`src/rtl/seg7_pkg.sv`:
```
// Shared types and constants for the 4-digit seven-segment scanner.
//   SEG_BLANK     : all segments off (active-low)
//   AN_OFF        : all anodes off (active-low)
//   seg_t         : 7-bit active-low pattern, bit6 = a ... bit0 = g
//   digit_idx_t   : digit / slot index
//   upd_payload_t : update bundle (patterns, decimal points, enables)
package seg7_pkg;

   localparam int unsigned N_DIGITS  = 4;
   localparam int unsigned SEG_W     = 7;
   localparam logic [6:0]  SEG_BLANK = 7'h7F;
   localparam logic [3:0]  AN_OFF    = 4'hF;

   typedef logic [SEG_W-1:0] seg_t;
   typedef logic [1:0]       digit_idx_t;

   typedef struct packed {
      seg_t [N_DIGITS-1:0] seg;
      logic [N_DIGITS-1:0] dp;
      logic [N_DIGITS-1:0] en;
   } upd_payload_t;

   // Blank patterns, decimal points off, every digit disabled.
   localparam upd_payload_t PAYLOAD_RESET =
      upd_payload_t'({{N_DIGITS{SEG_BLANK}}, 4'hF, 4'h0});

endpackage : seg7_pkg

```
`src/rtl/refresh_prescaler.sv`:
```
// Digit-slot prescaler: counts 0..DIV-1 while run is high and wraps.
//   clk, rst_n : clock, asynchronous active-low reset
//   run        : count enable (count holds at its value while low)
//   count      : current prescaler value
//   wrap_c     : high in the cycle whose closing edge wraps count to 0
module refresh_prescaler #(
   parameter int unsigned DIV = 100000,
   localparam int unsigned CW = (DIV > 1) ? $clog2(DIV) : 1
) (
   input  logic          clk,
   input  logic          rst_n,
   input  logic          run,
   output logic [CW-1:0] count,
   output logic          wrap_c
);

   assign wrap_c = run && (count == CW'(DIV - 1));

   always_ff @(posedge clk or negedge rst_n) begin
      if (!rst_n) begin
         count <= '0;
      end else if (run) begin
         count <= wrap_c ? '0 : count + CW'(1);
      end
   end

endmodule : refresh_prescaler

```
`src/rtl/seven_seg_scanner.sv`:
```
// Time-multiplexes four staged segment patterns onto a common-anode display.
// Updates are accepted into a staging register and copied to the display
// set only at a frame boundary, so a frame never mixes old and new digits.
//   clk, rst_n          : clock, asynchronous active-low reset
//   upd_valid/upd_ready : update handshake (accept when both high)
//   upd_seg0..3         : digit patterns, active-low (digit 0 rightmost)
//   upd_dp, upd_en      : decimal points (active-low), digit enables
//   seg, dp, an         : cathode / anode pins, active-low
//   frame_tick          : one-cycle pulse on the first cycle of each frame
module seven_seg_scanner
   import seg7_pkg::*;
#(
   parameter int unsigned REFRESH_DIV = 100000,
   parameter int unsigned BLANK_CYC   = 1000
) (
   input  logic       clk,
   input  logic       rst_n,
   input  logic       upd_valid,
   output logic       upd_ready,
   input  logic [6:0] upd_seg0,
   input  logic [6:0] upd_seg1,
   input  logic [6:0] upd_seg2,
   input  logic [6:0] upd_seg3,
   input  logic [3:0] upd_dp,
   input  logic [3:0] upd_en,
   output logic [6:0] seg,
   output logic       dp,
   output logic [3:0] an,
   output logic       frame_tick
);

   localparam int unsigned CW = (REFRESH_DIV > 1) ? $clog2(REFRESH_DIV) : 1;

   logic          started;
   logic [CW-1:0] count;
   logic [CW-1:0] count_nxt;
   logic          wrap_c;
   digit_idx_t    slot;
   digit_idx_t    slot_nxt;
   upd_payload_t  stage;
   upd_payload_t  stage_nxt;
   upd_payload_t  disp;
   upd_payload_t  disp_nxt;
   upd_payload_t  payload_c;
   logic          pending;
   logic          pending_nxt;
   logic          accept_c;
   logic          apply_c;
   logic          in_blank_c;
   logic          lit_c;
   logic [6:0]    seg_nxt;
   logic          dp_nxt;
   logic [3:0]    an_nxt;
   logic          tick_nxt;

   // Prescaler idles for the first edge after reset so slot 0 begins there.
   refresh_prescaler #(.DIV(REFRESH_DIV)) u_prescaler (
      .clk    (clk),
      .rst_n  (rst_n),
      .run    (started),
      .count  (count),
      .wrap_c (wrap_c)
   );

   // Outputs are registered from the post-edge counter value.
   assign count_nxt = started ? (wrap_c ? '0 : count + CW'(1)) : count;

   // Anti-ghosting window at the start of every slot.
   generate
      if (BLANK_CYC == 0) begin : g_no_blank
         assign in_blank_c = 1'b0;
      end else begin : g_blank
         assign in_blank_c = (count_nxt < CW'(BLANK_CYC));
      end
   endgenerate

   // Handshake, staging and frame-boundary apply.
   always_comb begin
      payload_c        = PAYLOAD_RESET;
      payload_c.seg[0] = upd_seg0;
      payload_c.seg[1] = upd_seg1;
      payload_c.seg[2] = upd_seg2;
      payload_c.seg[3] = upd_seg3;
      payload_c.dp     = upd_dp;
      payload_c.en     = upd_en;

      accept_c    = upd_valid && upd_ready;
      // Only data staged before this edge may be applied on it.
      apply_c     = wrap_c && (slot == digit_idx_t'(N_DIGITS - 1)) && pending;
      slot_nxt    = wrap_c ? slot + digit_idx_t'(1) : slot;
      stage_nxt   = accept_c ? payload_c : stage;
      disp_nxt    = apply_c ? stage : disp;
      pending_nxt = pending;
      if (apply_c) begin
         pending_nxt = 1'b0;
      end
      if (accept_c) begin
         pending_nxt = 1'b1;
      end
   end

   // Pin drive for the slot/count being entered.
   always_comb begin
      an_nxt   = AN_OFF;
      seg_nxt  = SEG_BLANK;
      dp_nxt   = 1'b1;
      lit_c    = !in_blank_c && disp_nxt.en[slot_nxt];
      tick_nxt = (count_nxt == '0) && (slot_nxt == '0);
      if (lit_c) begin
         an_nxt  = ~(N_DIGITS'(1) << slot_nxt);
         seg_nxt = disp_nxt.seg[slot_nxt];
         dp_nxt  = disp_nxt.dp[slot_nxt];
      end
   end

   always_ff @(posedge clk or negedge rst_n) begin
      if (!rst_n) begin
         started    <= 1'b0;
         slot       <= '0;
         stage      <= PAYLOAD_RESET;
         disp       <= PAYLOAD_RESET;
         pending    <= 1'b0;
         upd_ready  <= 1'b1;
         an         <= AN_OFF;
         seg        <= SEG_BLANK;
         dp         <= 1'b1;
         frame_tick <= 1'b0;
      end else begin
         started    <= 1'b1;
         slot       <= slot_nxt;
         stage      <= stage_nxt;
         disp       <= disp_nxt;
         pending    <= pending_nxt;
         upd_ready  <= !pending_nxt;
         an         <= an_nxt;
         seg        <= seg_nxt;
         dp         <= dp_nxt;
         frame_tick <= tick_nxt;
      end
   end

endmodule : seven_seg_scanner

```
`config.mk`:
```
export PLATFORM = sky130hd
export DESIGN_NAME = seven_seg_scanner
export DESIGN_NICKNAME = d
export VERILOG_FILES = /design/src/rtl/seg7_pkg.sv /design/src/rtl/refresh_prescaler.sv /design/src/rtl/seven_seg_scanner.sv
export SDC_FILE = /design/constraint.sdc
export NUM_CORES = 1
export LEC_CHECK = 0
export ABC_AREA = 1
export ABC_CLOCK_PERIOD_IN_PS = 2650
export BUFFER_PORTS_ARGS = -buffer_cell sky130_fd_sc_hd__buf_4
export CAP_MARGIN = 20
export CORE_UTILIZATION = 59
export DETAILED_ROUTE_END_ITERATION = 16
export PLACE_DENSITY_LB_ADDON = 0.25
export SLEW_MARGIN = 0
export SYNTH_ARGS = -nofsm -noshare
export SYNTH_HDL_FRONTEND = slang
export SYNTH_SLANG_ARGS = --single-unit
```
`constraint.sdc`:
```
create_clock -name clk -period 2.65 [get_ports clk]
set_clock_uncertainty 0.15 [all_clocks]
set_input_delay 0.265 -clock clk [delete_from_list [all_inputs] [get_ports clk]]
set_output_delay 0.265 -clock clk [all_outputs]
set_load 0.01 [all_outputs]
```
; Word level (Yosys, flattened, before mapping)
; Index checks and enable logic that the tools add are counted.
[totals]
register_bits = 107
input_bits = 39
word_cells = 54
[classes]
add_sub_neg = 2
magnitude_cmp = 2
eq_ne = 2
shifts = 1
muxes = 15
bitwise = 1
n_reduce_logical = 10
[ops]
columns = op, n
row1 = 2-to-1 mux 36 bit, 1
row2 = 2-to-1 mux 17 bit, 2
row3 = "adder 17 x 1 -> 17 bit, second input constant", 1
row4 = "== test 17 bit, second input constant", 1
row5 = logical NOT 17 bit, 1
row6 = "< comparator 17 x 10 -> 1 bit, second input constant", 1
row7 = binary-select mux 7 bit (select 2 bit), 1
row8 = 2-to-1 mux 7 bit, 2
row9 = logical AND 1 bit, 6
row10 = 2-to-1 mux 1 bit, 5
row11 = binary-select mux 1 bit (select 2 bit), 2
row12 = 2-to-1 mux 4 bit, 1
row13 = inverter 4 bit, 1
row14 = "left shift 1 x 2 -> 4 bit, first input constant", 1
row15 = "< comparator 2 x 3 -> 1 bit, second input constant", 1
row16 = "adder 2 x 1 -> 2 bit, second input constant", 1
row17 = "== test 2 bit, second input constant", 1
row18 = logical NOT 1 bit, 2
row19 = logical NOT 2 bit, 1
row20 = 2-to-1 mux 2 bit, 1

; Depth between registers and ports, before layout
; Gate-level depths: netlist of run 1.
[depth]
ltp_word = 9
mapped_depth = 13

; Cells and area by module
; Synthesis of run 1 repeated with hierarchy kept, for this count alone.
[hier_totals]
hier_cells = 595
hier_area_um2 = 5375.2
[modules_own_cells]
columns = mod, n_inst, cells_each, area_per_inst_um2, seq_area_each_um2
row1 = seven_seg_scanner, 1, 437, 4289.1, 2348.5
row2 = refresh_prescaler, 1, 158, 1086.0, 425.4

; Least setup slack after synthesis of run 1
; OpenSTA, ideal clock, no wires.
[synth_timing]
path_type = reg2reg
startpoint = register u_prescaler.count[0]
endpoint = register an[2]
arrival_ps = 1701
slack_ps = 716
path_stages_with_launch = 14
n_path_buf = 2
period_less_slack_ps = 1934
path_cell_list = dfrtp_1 > ha_1 > nand3_2 > clkinv_2 > nand3_4 > nor2_8 > buf_4 > nand4_1 > nand2_1 > nand2_1 > nand2_2 > nor2_4 > buf_12 > nand3_2
[synth_between]
elab_chain_cells = 9
elab_cells_between_ends = 17
cone_classes = add/sub: 1 / order compare: 1 / eq/ne: 1 / shift: 1 / mux: 7 / bitwise: 1 / reduce/logical: 5
[synth_lines]
columns = element, line
row1 = start: declaration, refresh_prescaler.sv:13  ; output logic [CW-1:0] count,
row2 = start signal: assignment, refresh_prescaler.sv:23  ; count <= wrap_c ? '0 : count + CW'(1);
row3 = "parallel branches: the longest is 8 deep, another holds adder 17 x 1 -> 17 bit", --
row4 = 2-to-1 mux 4 bit *, seven_seg_scanner.sv:109  ; if (lit_c) begin
row5 = via an_nxt[2], seven_seg_scanner.sv:53  ; logic [3:0] an_nxt;
row6 = end signal: assignment, seven_seg_scanner.sv:135  ; an <= an_nxt;
row7 = end: declaration, seven_seg_scanner.sv:28  ; output logic [3:0] an,
; Mark *: on every way through the listed nets, which the timed path passes. The select of a mux whose other input is x is not followed.
; A chain may end at the register's enable or synchronous reset.

; Final worst setup path of run 1
[layout_timing]
startpoint = register u_prescaler.count[0]
endpoint = register dp
[layout_between]
elab_chain_cells = 9
elab_cells_between_ends = 17
cone_classes = add/sub: 1 / order compare: 1 / eq/ne: 1 / mux: 9 / reduce/logical: 5
[layout_lines]
columns = element, line
row1 = "parallel branches: the longest is 8 deep, another holds adder 17 x 1 -> 17 bit", --
row2 = 2-to-1 mux 1 bit *, seven_seg_scanner.sv:109
row3 = via dp_nxt, seven_seg_scanner.sv:52  ; logic dp_nxt;
row4 = end signal: assignment, seven_seg_scanner.sv:137  ; dp <= dp_nxt;
row5 = end: declaration, seven_seg_scanner.sv:27  ; output logic dp,
; Marks and branches as above.

==> impl_metrics.tcl, run 1 <==
set metrics [dict create \
    status "complete, no violations" \
    min_path_cells 3 \
    areaGrowthSynthToFinish_pct 20.1 \
    synth.yosys.seq_area_share 0.530 \
    htreeDepth 3 \
    die_h_um 96.2 \
    grt_first_pass_wirelength_um 18800 \
    end_kind "flop" \
    synth-compound-area-share 0.0129 \
    clk_path_buf_depth 2 \
    ys_types 34 \
    ys_warn_count 0 \
    syn_area_per_cell_um2 9.41 \
    grt_pass1_vias 4086 \
    dp_cells 700 \
    cts_buffers 9 \
    maxSlewViolCount 0 \
    synth_ff_type "dfstp_2" \
    setup_viol 0 \
    slew_headroom 0.565 \
    drc_errors 0 \
    gp_congestion 0.978 \
    fin_crit_sh 0.884 \
    place_hpwl_um 7850 \
    io_buffers 52 \
    core_um2 8380 \
    hold_violations 0 \
    final_cells 752 \
    leakage_nw 3.09 \
    syn_nets 597 \
    fill_cells 589 \
    max_cap_viol_count 0 \
    synthTopCellsByArea "dfstp_2, dfrtp_1, nand2_1" \
    synth_most_common_cell "nand2_1" \
    via_per_inst 5.43 \
    drt_iter0_drc 157 \
    layout-drive-gt1-share 0.368 \
    worstPathRequired_ns 2.79 \
    clk_pin_slew_ns 0.11 \
    tns_ns 0 \
    grt_usage 0.270 \
    critPathMostFrequentCell "nand2_1" \
    insertedDiodeCount 0 \
    yosys.area_share.simple 0.319 \
    ir_drop_mv 0.306 \
    dieArea_um2 9250 \
    clock_sinks 107 \
    p_per_area_nw_per_um2 499 \
    path_cells "ha_1 -> nand3_2 -> clkinv_2 -> nand3_4 -> nor2_8 -> buf_4 -> nand4_1 -> nand2_1 -> nand2_1 -> nand2_2 -> nor2_4 -> nand3_1" \
    syn_area_um2 5230 \
    synth_seq_cells 107 \
    initial_utilization 0.624 \
    gr-total-overflow 0 \
    multiInputGateArea_um2 2130 \
    fin_util 0.749 \
    async_flop_share 1.00 \
    rsz0062_at_grt "false" \
    root_buffer "clkbuf_8" \
    synth_adder_area_share 0.00478 \
    synth_cells 556 \
    firstDrtPassIters 4 \
    slowest_stage "dfrtp_1" \
    critPathMaxStageDelay_ns 0.41 \
    rr_worst_depth 12 \
    wire_per_inst_um 15.2 \
    path_class "flop to flop" \
    antenna_found_initial 0 \
    synthMuxAreaShare 0.0689 \
    cp_max_fo 25 \
    worst_pin_slew_ns 0.652 \
    final_nets 683 \
    postCtsSetupBuffers 0 \
    clock.fmax_ghz 0.427 \
    synth_edf_count 0 \
    post-route-min-period_ns 2.34 \
    synth_common_cells "nand2_1, dfstp_2, inv_1" \
    grt_max_degree 58 \
    rows 33 \
    synth.top_cell.area_share 0.387 \
    clkLatencyLatePin_ns 0.38 \
    cts_tree "done" \
    start_kind "flop" \
    arrival_ns 2.49 \
    vias 4083 \
    synth_xor_xnor_area_share 0.00167 \
    yosysTopAreaCell "dfstp_2" \
    wl_um 11500 \
    die_w_um 96.2 \
    seqCellArea_um2 2780 \
    min-delay-path-class "input port to flop" \
    ant_nets 0 \
    io_pins 53 \
    synth_top_family_by_area "simple AND/OR/NAND/NOR gates" \
]
[critical path, delay by kind of cell (launching register included)]
family | cells | cell delay [ns]
AND/OR/NAND/NOR | 9 | 1.11
flip-flops | 1 | 0.41
adder cells (fa/ha/maj) | 1 | 0.24
buffers and inverters | 2 | 0.33
[where the power goes]
group | switching, mW | internal (mW)
Combinational | 0.183 | 0.144
Sequential | 0.0642 | 1.68
Clock | 0.599 | 0.461
[state kept, by name (all words and copies together), names as in the netlist]
| register | cells |
|---|---|
| stage | 36 |
| upd_ready | 1 |
| seg | 7 |
| disp | 36 |
| dp | 1 |
| slot | 2 |
| started | 1 |
| u_prescaler.count | 17 |
| an | 4 |
| frame_tick | 1 |
| pending | 1 |
[cells by family after synthesis]
| family | after synthesis |
|---|---|
| xor gates and xnor gates | 1 |
| other | 1 |
| DFF | 107 |
| muxes | 32 |
| buffers and inverters | 75 |
| and+or+nand+nor | 326 |
| AOI/OAI and AO/OA | 12 |
| adders and majority gates | 2 |
[per-layer routing]
metal / wire, um / global-route usage / vias up
met1: 4770 / 0.324 / 1972
li1: - / - / 1972
met4: 227 / 0.0933 / 0
met5: 0 / 0 / -
met3: 591 / 0.0656 / 26
met2: 5870 / 0.471 / 113
[metrics by stage]
stage | setup slack (ns) | total power, mW | hold slack (ns) | cell area [um2]
2_1_floorplan | 0.716 | 1.92 | -0.181 | 5230
3_3_place_gp | 0.340 | 2.04 | 0.184 | 5710
3_5_place_dp | 0.286 | 2.06 | 0.182 | 5710
4_1_cts | 0.260 | 3.15 | 0.00131 | 6280
5_1_grt | 0.123 | 3.26 | 0.00129 | 6280
6_report | 0.307 | 3.14 | 0.00564 | 6280
[path summary, 6_finish.rpt]
| kind | start | to | slack, ns |
|---|---|---|---|
| worst min register to register | disp[23] | disp[23] | 0.33 |
| min in group asynchronous | rst_n | u_prescaler.count[7] | 0.29 |
| worst max register to register | u_prescaler.count[0] | dp | 0.31 |
| worst min-delay path | upd_en[2] | stage[2] | 0.006 |
| worst max-delay path | u_prescaler.count[0] | dp | 0.31 |
| max in group asynchronous | rst_n | disp[29] | 1.29 |
[final cells by class]
| type | instances | area share |
|---|---|---|
| Tap cell | 105 | 0.0209 |
| Inverter | 53 | 0.0319 |
| Sequential cell | 107 | 0.442 |
| Multi-Input combinational cell | 374 | 0.339 |
| Timing Repair Buffer | 97 | 0.132 |
| Clock inverter | 6 | 0.0133 |
| Clock buffer | 10 | 0.0203 |
[cell usage in the layout (no fill, tap or decap), types with 2 or more instances in the layout]
cell / netlist / layout
mux2_2: 32 / 32
nor2_1: 29 / 29
o21ai_0: 3 / 3
a21oi_1: 5 / 5
nand2_1: 179 / 179
nor3_2: 2 / 2
nor3_1: 7 / 7
buf_4: 6 / 60
dfstp_2: 77 / 77
nand3_1: 24 / 24
clkbuf_8: 0 / 9
o21a_1: 2 / 2
nand2_4: 6 / 6
nor2_4: 7 / 7
dlygate4sd3_1: 0 / 36
nor2_2: 7 / 7
inv_1: 48 / 48
nand3_2: 12 / 12
inv_8: 0 / 2
nand2_2: 8 / 8
dfrtp_1: 30 / 29
ha_1: 2 / 2
inv_2: 4 / 4
nor2_8: 3 / 3
nand4_1: 39 / 39
[what timing repair did]
item,4_1_cts,5_1_grt
endpoints found under the hold margin,47,0
hold buffers,36,0
resized for setup,0,1
endpoints found under the setup margin,0,2
(Power assumes the default switching activity.)
==> run 2: changes to the inputs <==
Settings changed: CELL_PAD_IN_SITES_DETAIL_PLACEMENT set to 0, CELL_PAD_IN_SITES_GLOBAL_PLACEMENT set to 1, CORE_UTILIZATION 59 to 46.
==> run 2 against run 1 <==
Effect of this change:
- critical path depth did not move
- critical endpoint is now seg[6]
- via count fell by 3.2%
- worst hold slack improved by 0.0032 ns
- design area rose by 1.1%
- core utilization fell by 17 points
- maximum frequency fell by 2.3%
- die area rose by 28%
- sequential share of layout area fell by 0.49 points
- sequential power barely moved
- routed wire length fell by 0.47%
- largest power group unchanged
- setup slack got worse by 0.055 ns
==> impl_metrics.tcl, run 2 (same netlist as run 1, synthesis figures left out) <==
set metrics [dict create \
    status "complete, no violations" \
    post-route-min-period_ns 2.40 \
    power_frac_comb 0.092 \
    maxSlewViolCount 0 \
    hold_violations 0 \
    setup_viol 0 \
    vias 3954 \
    htreeDepth 3 \
    holdPathEnd "stage[26]" \
    dieArea_um2 11800 \
    initial_utilization 0.476 \
    fin_util 0.578 \
    place_hpwl_um 7950 \
    cp_max_fo 12 \
    rr_endpoint "seg[6]" \
    arrival_ns 2.50 \
    areaGrowthSynthToFinish_pct 21.4 \
    layout_commonest_cell "nand2_1" \
    worstPathRequired_ns 2.75 \
    insertedDiodeCount 0 \
    layout-drive-gt1-share 0.372 \
    final_cell_mix "nand2_1, dfstp_2, buf_4" \
    start_kind "flop" \
    min-delay-path-class "input port to flop" \
    fill_cells 1021 \
    root_buffer "clkbuf_16" \
    reg_top3 "disp x36, stage x36, u_prescaler.count x17" \
    cts_buffers 9 \
    die_h_um 109 \
    end_kind "flop" \
    internal-power_mw 2.61 \
    gp_congestion 0.849 \
    final_cells 780 \
    max_cap_viol_count 0 \
    ff2ff_setup_slack_ns 0.25 \
    grt_max_degree 107 \
    gr-total-overflow 0 \
    path_class "flop to flop" \
    ir_drop_mv 0.337 \
    switching_share 0.238 \
    worst_pin_slew_ns 0.552 \
    hp-start "upd_seg2[4]" \
    tns_ns 0 \
    rr_worst_depth 12 \
    min_path_cells 2 \
    p_switching_mw 0.813 \
    dp_cells 735 \
    antenna_found_initial 0 \
    r2r-start "u_prescaler.count[0]" \
    fin_crit_sh 0.905 \
    rsz0062_at_grt "false" \
    clock_sinks 107 \
    firstDrtPassIters 4 \
    wl_um 11400 \
    seqPwrFrac 0.510 \
    p_total_mw 3.42 \
    cts_tree "done" \
    postCtsSetupBuffers 0 \
    clk_path_buf_depth 2 \
    via_per_inst 5.07 \
    clock.fmax_ghz 0.417 \
    drc_errors 0 \
    ant_nets 0 \
    die_w_um 109 \
    core_um2 11000 \
    whs_ns 0.00880 \
    clk_pin_slew_ns 0.07 \
    io_pins 53 \
    io_buffers 52 \
    leakage_nw 3.10 \
    post_cts_resized 0 \
    clkLatencyLatePin_ns 0.35 \
    grt_usage 0.207 \
    p_per_area_nw_per_um2 538 \
    grt_first_pass_wirelength_um 18500 \
    slew_headroom 0.632 \
    drt_iter0_drc 184 \
    grt_pass1_vias 3899 \
    clkPwrFrac 0.398 \
    wire_per_inst_um 14.6 \
    rows 38 \
    final_nets 676 \
]
run 2: changes by cell type in the layout (fill, tap and decap cells not counted), moves of 2 or more:
cell | before | now
clkbuf_8 | 9 | 2
clkinv_2 | 1 | 3
inv_8 | 2 | 0
dlygate4sd3_1 | 36 | 28
clkbuf_16 | 0 | 9
run 2: what timing repair did:
action / CTS / global route
endpoints found under the setup margin: 0 / 1
hold endpoints to repair: 57 / 0
hold buffers: 28 / 0
run 2: final cells by class:
cell class | instances | area [um2] | share of cell area
Clock buffer | 12 | 256 | 0.0404
Timing Repair Buffer | 89 | 751 | 0.118
Tap cell | 140 | 175 | 0.0276
Inverter | 53 | 200 | 0.0315
Sequential cell | 107 | 2770 | 0.437
Multi-Input combinational cell | 375 | 2140 | 0.338
Clock inverter | 4 | 48.8 | 0.00769
run 2: power by group through the flow:
stage          Combinational, mW  Sequential [mW]  Clock, mW
5_1_grt                    0.357             1.75       1.46
2_1_floorplan              0.163             1.76          0
3_5_place_dp               0.284             1.77          0
4_1_cts                    0.318             1.74       1.40
6_report                   0.314             1.74       1.36
3_3_place_gp               0.280             1.77          0
run 2: how the worst max path moves through the flow:
| stage | startpoint | to | depth (start not counted) |
|---|---|---|---|
| final | u_prescaler.count[0] | seg[6] | 12 |
| after global placement | u_prescaler.count[0] | seg[6] | 12 |
| after floorplan | u_prescaler.count[0] | an[2] | 13 |
| after global routing | u_prescaler.count[0] | seg[6] | 12 |
| after detailed placement | u_prescaler.count[1] | dp | 12 |
| after CTS | u_prescaler.count[0] | dp | 12 |
run 2: routing by layer:
metal	vias up	GRT usage	part of all wire
li1	1952	-	-
met1	1922	0.250	0.44
met2	59	0.363	0.52
met3	21	0.0371	0.021
met4	0	0.0849	0.022
met5	-	0	0
run 2: metrics by stage:
stage	worst slack (ns)	instance area, um2
after floorplan	0.716	5230
after global placement	0.277	5750
after detailed placement	0.167	5750
after CTS	0.164	6340
after global routing	0.0856	6350
final	0.252	6350
run 2: worst max-delay path: stages (launching register included):
cell and delay (ns):
dfrtp_1 0.37, ha_1 0.21, nand3_2 0.16, clkinv_2 0.11, nand3_4 0.13, nor2_8 0.26
nand2_2 0.10, nand2_4 0.13, nor2_4 0.08, nand2_1 0.08, nand2_2 0.06, nor2_4 0.33
nand3_1 0.13
==> run 3: changes to the inputs <==
Settings changed: ABC_CLOCK_PERIOD_IN_PS 2650 to 2700.
Clock period 2.65 ns to 2.7 ns, I/O delays scaled along.
==> run 3 against run 2 <==
Effect of this change:
- final cell count decreased by 2.9%
- routed wire length decreased by 2.4%
- register-to-register slack got worse by 0.04 ns
- critical path type unchanged
- total power decreased by 5.4%
- combinational power decreased by 9.2%
- largest power group unchanged
==> impl_metrics.tcl, run 3 (same netlist as run 1, synthesis figures left out) <==
set metrics [dict create \
    status "complete, no violations" \
    end_kind "flop" \
    antenna_found_initial 0 \
    maxSlewViolCount 0 \
    clock.fmax_ghz 0.402 \
    cp_max_fo 19 \
    clock_sinks 107 \
    post-place-ws_ns 0.175 \
    fin_area_um2 6100 \
    grt_usage 0.211 \
    ir_drop_mv 0.363 \
    grt_max_degree 62 \
    final_nets 654 \
    worst_pin_slew_ns 0.631 \
    worstPathRequired_ns 2.82 \
    placed_area_um2 5740 \
    core_um2 11000 \
    via_per_inst 5.08 \
    dieArea_um2 11800 \
    wire_per_inst_um 14.7 \
    setup_viol 0 \
    arrival_ns 2.61 \
    clk_path_buf_depth 2 \
    rr_worst_depth 11 \
    path_class "flop to flop" \
    insertedDiodeCount 0 \
    post-route-min-period_ns 2.49 \
    drt_iter0_drc 211 \
    rows 38 \
    gp_congestion 0.860 \
    hold_violations 0 \
    layout_commonest_cell "nand2_1" \
    io_pins 53 \
    grt_pass1_vias 3845 \
    min_path_cells 2 \
    min-delay-path-class "input port to flop" \
    start_kind "flop" \
    wl_um 11100 \
    slew_headroom 0.580 \
    grt_first_pass_wirelength_um 19000 \
    firstDrtPassIters 5 \
    postCtsSetupBuffers 0 \
    drc_errors 0 \
    reg_top3 "disp x36, stage x36, u_prescaler.count x17" \
    vias 3845 \
    max_cap_viol_count 0 \
    p_total_mw 3.23 \
    root_buffer "clkbuf_16" \
    tns_ns 0 \
    p_per_area_nw_per_um2 530 \
    final_cell_mix "nand2_1, dfstp_2, buf_4" \
    die_w_um 109 \
    fin_crit_sh 0.921 \
    die_h_um 109 \
    gr-total-overflow 0 \
    htreeDepth 3 \
    cts_tree "done" \
    rsz0062_at_grt "false" \
    areaGrowthSynthToFinish_pct 16.6 \
    place_hpwl_um 8000 \
    io_buffers 52 \
    fin_ws_ns 0.213 \
    clk_pin_slew_ns 0.07 \
    initial_utilization 0.476 \
    leakage_nw 2.99 \
    clkLatencyLatePin_ns 0.34 \
    ant_nets 0 \
    cts_buffers 9 \
    layout-drive-gt1-share 0.378 \
]
## run 3: repair_timing
item | CTS | global route
gates resized for setup | 0 | 1
hold buffers | 8 | 1
setup endpoints to repair | 0 | 12
endpoints found under the hold margin | 26 | 1
## run 3: area by class of cell
class | count | area [um2]
sequential | 107 | 2780
inverter | 53 | 200
clock buffer | 14 | 264
tap | 140 | 175
multi-input combinational | 374 | 2130
fill | 1010 | 4880
timing repair buffer | 68 | 546
clock inverter | 1 | 8.76
## run 3: power breakdown
group	internal, mW	switching (mW)
Clock	0.675	0.555
Sequential	1.65	0.0646
Combinational	0.116	0.169
## run 3: final timing paths
| path | from | to | slack, ns |
|---|---|---|---|
| min in group asynchronous | rst_n | u_prescaler.count[8] | 0.33 |
| hold / removal | upd_seg2[2] | stage[24] | 0.009 |
| hold reg to reg | disp[18] | disp[18] | 0.32 |
| max in group asynchronous | rst_n | stage[17] | 1.29 |
| setup reg to reg | u_prescaler.count[1] | seg[6] | 0.21 |
| setup / recovery | u_prescaler.count[1] | seg[6] | 0.21 |
## run 3: through the flow
stage | hold WS (ns) | utilization | std cells
floorplan | -0.176 | - | 556
global placement | 0.175 | 0.522 | 733
detailed placement | 0.175 | 0.522 | 733
CTS | 0.000644 | 0.554 | 756
global route | 0.00133 | 0.555 | 757
finish | 0.00890 | 0.555 | 757
## run 3: layer usage
layer  routed length [um]  track usage  vias up
met4                  226       0.0685        0
met5                    0            0        -
met2                 5650        0.358       64
met1                 4930        0.274     1855
li1                     -            -     1911
met3                  318       0.0353       15
## run 3: critical path, cell delays in order (launching register included)
cell and delay, ns:
dfrtp_1 0.39, ha_1 0.22, nand3_2 0.16, clkinv_2 0.12, nand3_4 0.10, nor2_8 0.26, nor2_1 0.11, nor2_1 0.16
nor2_1 0.06, nand3_1 0.12, nand3_2 0.34, nand3_1 0.21
